==> src/rtl/bcd_countdown_ctrl.sv <==
// Two-digit BCD countdown controller driven by an upstream borrow/carry tick.
// Loadable count with a run/hold/done state machine and optional auto reload.
module bcd_countdown_ctrl #(
  parameter int unsigned AUTO_RELOAD = 0
) (
  input  logic       clk,
  input  logic       mr,
  input  logic       ld,
  input  logic [3:0] ld_tens,
  input  logic [3:0] ld_ones,
  input  logic       start,
  input  logic       stop,
  input  logic       tick,
  output logic [3:0] tens,
  output logic [3:0] ones,
  output logic       run,
  output logic       done,
  output logic       expire
);

  localparam int unsigned DIGIT_W = 4;
  localparam logic [DIGIT_W-1:0] DIGIT_MAX = DIGIT_W'(9);
  localparam bit AR = (AUTO_RELOAD != 0);

  typedef enum logic [1:0] {IDLE, RUN, HOLD, DONE} state_t;

  state_t             state;
  logic [DIGIT_W-1:0] rl_tens;
  logic [DIGIT_W-1:0] rl_ones;
  logic [DIGIT_W-1:0] cl_tens;
  logic [DIGIT_W-1:0] cl_ones;
  logic               cnt_zero;
  logic               rl_zero;
  logic               last_tick;

  // Out-of-range load digits saturate to 9.
  assign cl_tens   = (ld_tens > DIGIT_MAX) ? DIGIT_MAX : ld_tens;
  assign cl_ones   = (ld_ones > DIGIT_MAX) ? DIGIT_MAX : ld_ones;
  assign cnt_zero  = (tens == '0) && (ones == '0);
  assign rl_zero   = (rl_tens == '0) && (rl_ones == '0);
  assign last_tick = (tens == '0) && (ones == DIGIT_W'(1));

  // Count, reload register and state machine; priority mr > ld > start > stop > tick.
  always_ff @(posedge clk) begin
    expire <= 1'b0;
    if (mr) begin
      state   <= IDLE;
      tens    <= '0;
      ones    <= '0;
      rl_tens <= '0;
      rl_ones <= '0;
      run     <= 1'b0;
      done    <= 1'b0;
    end else if (ld && (state != RUN)) begin
      state   <= IDLE;
      tens    <= cl_tens;
      ones    <= cl_ones;
      rl_tens <= cl_tens;
      rl_ones <= cl_ones;
      run     <= 1'b0;
      done    <= 1'b0;
    end else if (start && ((state == IDLE) || (state == HOLD))) begin
      if (cnt_zero) begin
        state <= DONE;
        run   <= 1'b0;
        done  <= !AR;
      end else begin
        state <= RUN;
        run   <= 1'b1;
        done  <= 1'b0;
      end
    end else if (stop && (state == RUN)) begin
      state <= HOLD;
      run   <= 1'b0;
    end else if (tick && (state == RUN)) begin
      if (cnt_zero) begin
        // Only reachable with auto reload: this tick restores the reload value.
        tens <= rl_tens;
        ones <= rl_ones;
        if (rl_zero) begin
          state <= DONE;
          run   <= 1'b0;
          done  <= 1'b0;
        end
      end else begin
        if (ones != '0) begin
          ones <= ones - DIGIT_W'(1);
        end else begin
          ones <= DIGIT_MAX;
          tens <= tens - DIGIT_W'(1);
        end
        if (last_tick) begin
          expire <= 1'b1;
          if (!AR || rl_zero) begin
            state <= DONE;
            run   <= 1'b0;
            done  <= !AR;
          end
        end
      end
    end
  end

endmodule

==> config.mk <==
export PLATFORM = sky130hd
export DESIGN_NAME = bcd_countdown_ctrl
export DESIGN_NICKNAME = d
export VERILOG_FILES = /design/src/rtl/bcd_countdown_ctrl.sv
export SDC_FILE = /design/constraint.sdc
export NUM_CORES = 1
export LEC_CHECK = 0
export ABC_CLOCK_PERIOD_IN_PS = 2800
export CORE_MARGIN = 2
export CORE_UTILIZATION = 51
export CTS_CLUSTER_SIZE = 12
export DETAILED_ROUTE_END_ITERATION = 7
export PLACE_DENSITY = 0.79
export RECOVER_POWER = 50
export SYNTH_ARGS = -nofsm -noshare
export SYNTH_HDL_FRONTEND = slang
export SYNTH_SLANG_ARGS = --single-unit
==> constraint.sdc <==
create_clock -name clk -period 2.8 [get_ports clk]
set_clock_uncertainty 0.2 [all_clocks]
set_input_delay 0.7 -clock clk [delete_from_list [all_inputs] [get_ports clk]]
set_output_delay 0.7 -clock clk [all_outputs]
set_load 0.03 [all_outputs]
==> metrics.txt <==
Rows 18; share of the yosys chip area belonging to registers 0.332; Die H around 54 µm; first-pass GRT wire length about 5.6 mm; die width 53.9 µm; post-route ant nets 0; setup TNS 0 ns; Worst setup SP type input port; vias in the first global route 1267; TritonCTS buffer count 3; TritonCTS clock tree built; Post-Syn Area 0.00127 mm²; synthesized instance count approximately 150; Max transition margin 0.556; Seq pwr share 0.439; commonest cells after routing, fill and taps aside dfxtp_1, clkdlybuf4s50_1, a21oi_1, nand2_1, o21ai_0; initial antenna violation count 0; Max Root-Sink Buffers 2; count of unique library cells instantiated by Yosys between 50 and 60; peak supply drop 0.000344 V; worst hold margin 0.295 ns; pwr dens 512 mW/mm²; status completed; Ports 25; Post-synth EDFFs 0; #FFs+latches synth 21; Die Area a little under 0.003 mm²; Vias/cell 6.75; H-tree depth 1; gr ovfl total 0; P_int between 0.5 and 0.6 mW; Hold Buf Count CTS 0; routability cong. between 0.8 and 0.9; Area Overhead vs Synth 23.7%; worst skew pair latency 0.30 ns; combinational share of power 0.374; Tightest Pin Transition 0.659 ns; crit path max fanout 7; unrepaired setup endpoints after global routing no; Tot Pwr 0.803 mW; clock share of power 0.187; initial core utilization 0.526; post-CTS sizing 0; Final Setup Violations 0; gr usage total 0.267; MaxCap Viol Count 0; LEAKAGE 0.569 nW; NetSw 0.297 mW; DRC 0; Final Slew Violations 0; layout cells sized above 1 0.0894; Async S/R FF share, synth 0; largest net degree at the start of global routing 13; Setup crit end kind register; syn_nets about 170; DR WL/cell 17.1 µm; clock-pin slew on the worst setup and hold paths 0.12 ns; clk root buf clkbuf_4; IO buf count 24; 1st-iter DRT viols 116; Mean Syn Cell Area 8.34 µm²; post-CTS setup buffers 0; synth warn 0; Post-synth top flop dfxtp_1; Post-layout nets ~200; maximum clock rate 0.398 GHz; Hold Path Class reg2reg; Sink Count 21; Critical Path RT 2.81 ns; switch share 0.369; DRT Pass-1 Iters 5; period utilisation layout 0.898; Period minus WS final 2.51 ns; CP Class in2reg; vias 1410; Worst Path Arrival 2.53 ns; ANT cells 0; final wirelength 3.58 mm; Hold Violations, Final 0; HPWL after detailed placement ~2.7 mm; Core ar. approximately 0.0024 mm²
-- layer usage --
metal	vias to the layer above	GRT usage	part of all wire
met2	92	0.437	0.48
li1	651	-	-
met5	-	0	0
met1	655	0.340	0.41
met3	12	0.0444	0.085
met4	0	0.124	0.027
-- cell type report --
cell class	instances	area (µm²)
repair buffers	30	278
clock inverters	1	5.00
flip-flops and latches	21	420
multi-input cells	116	774
inverters	8	30.0
clock buffers	3	22.5
fillers	200	842
well taps	30	37.5
-- worst max-delay path, cell delays in order --
cell,delay [ns]
clkdlybuf4s50_1,0.52
or4bb_1,0.54
o21ai_0,0.29
o21ai_0,0.18
a32o_1,0.29
-- stage by stage --
step                      area [µm²]  instances  utilization  setup WS (ns)
final                           1570        209        0.651          0.287
after global routing            1570        209        0.651          0.177
after CTS                       1580        209        0.655          0.333
after detailed placement        1550        205        0.644          0.153
after global placement          1550        205        0.644          0.200
after floorplan                 1270        152            -          0.583
-- state kept, by name (all words and copies together) (netlist names) --
| signal | flops |
|---|---|
| done | 1 |
| ones | 4 |
| expire | 1 |
| rl_ones | 4 |
| run | 1 |
| tens | 4 |
| rl_tens | 4 |
| state | 2 |
-- cells by family after synthesis --
group,Yosys count,synth area share
compound gates,61,0.342
simple gates,52,0.243
flops,21,0.332
buf+inv,15,0.0543
fa+ha+maj,3,0.0296
-- worst paths after layout --
| path | startpoint | end | slack (ns) | cells after the start |
|---|---|---|---|---|
| worst min register to register | rl_tens[1]$_SDFFE_PP0P_ | rl_tens[1]$_SDFFE_PP0P_ | 0.29 | 2 |
| worst max register to register | tens[0]$_SDFFE_PP0P_ | done$_SDFFE_PP0P_ | 0.42 | 7 |
| worst max-delay path | tick | ones[1]$_SDFFE_PP0P_ | 0.29 | 5 |
| worst min-delay path | rl_tens[1]$_SDFFE_PP0P_ | rl_tens[1]$_SDFFE_PP0P_ | 0.29 | 2 |
-- power by group through the flow --
stage	registers, mW	logic [mW]	clock network (mW)
after floorplan	0.377	0.176	0
after global placement	0.357	0.293	0
after detailed placement	0.358	0.298	0
after CTS	0.351	0.299	0.151
after global routing	0.355	0.323	0.166
final	0.353	0.300	0.150
-- synthesized netlist by cell type, types with 2 or more instances --
| cell | count | area share |
|---|---|---|
| a21oi_1 | 16 | 0.063 |
| a221oi_1 | 2 | 0.014 |
| a311oi_1 | 3 | 0.021 |
| a31oi_1 | 2 | 0.0099 |
| a32o_1 | 2 | 0.016 |
| a32oi_1 | 2 | 0.014 |
| clkbuf_1 | 4 | 0.012 |
| dfxtp_1 | 21 | 0.33 |
| ha_1 | 3 | 0.030 |
| inv_1 | 8 | 0.024 |
| nand2_1 | 13 | 0.039 |
| nand2b_1 | 2 | 0.0099 |
| nand3b_1 | 2 | 0.012 |
| nor2_1 | 10 | 0.030 |
| nor2b_1 | 3 | 0.015 |
| nor3_1 | 2 | 0.0079 |
| nor4_1 | 4 | 0.020 |
| o2111ai_1 | 2 | 0.014 |
| o211ai_1 | 5 | 0.030 |
| o21a_1 | 2 | 0.012 |
| o21ai_0 | 11 | 0.043 |
| o32ai_1 | 2 | 0.014 |
| or3_1 | 2 | 0.0099 |
No activity file was read; power rests on OpenSTA's default activity.
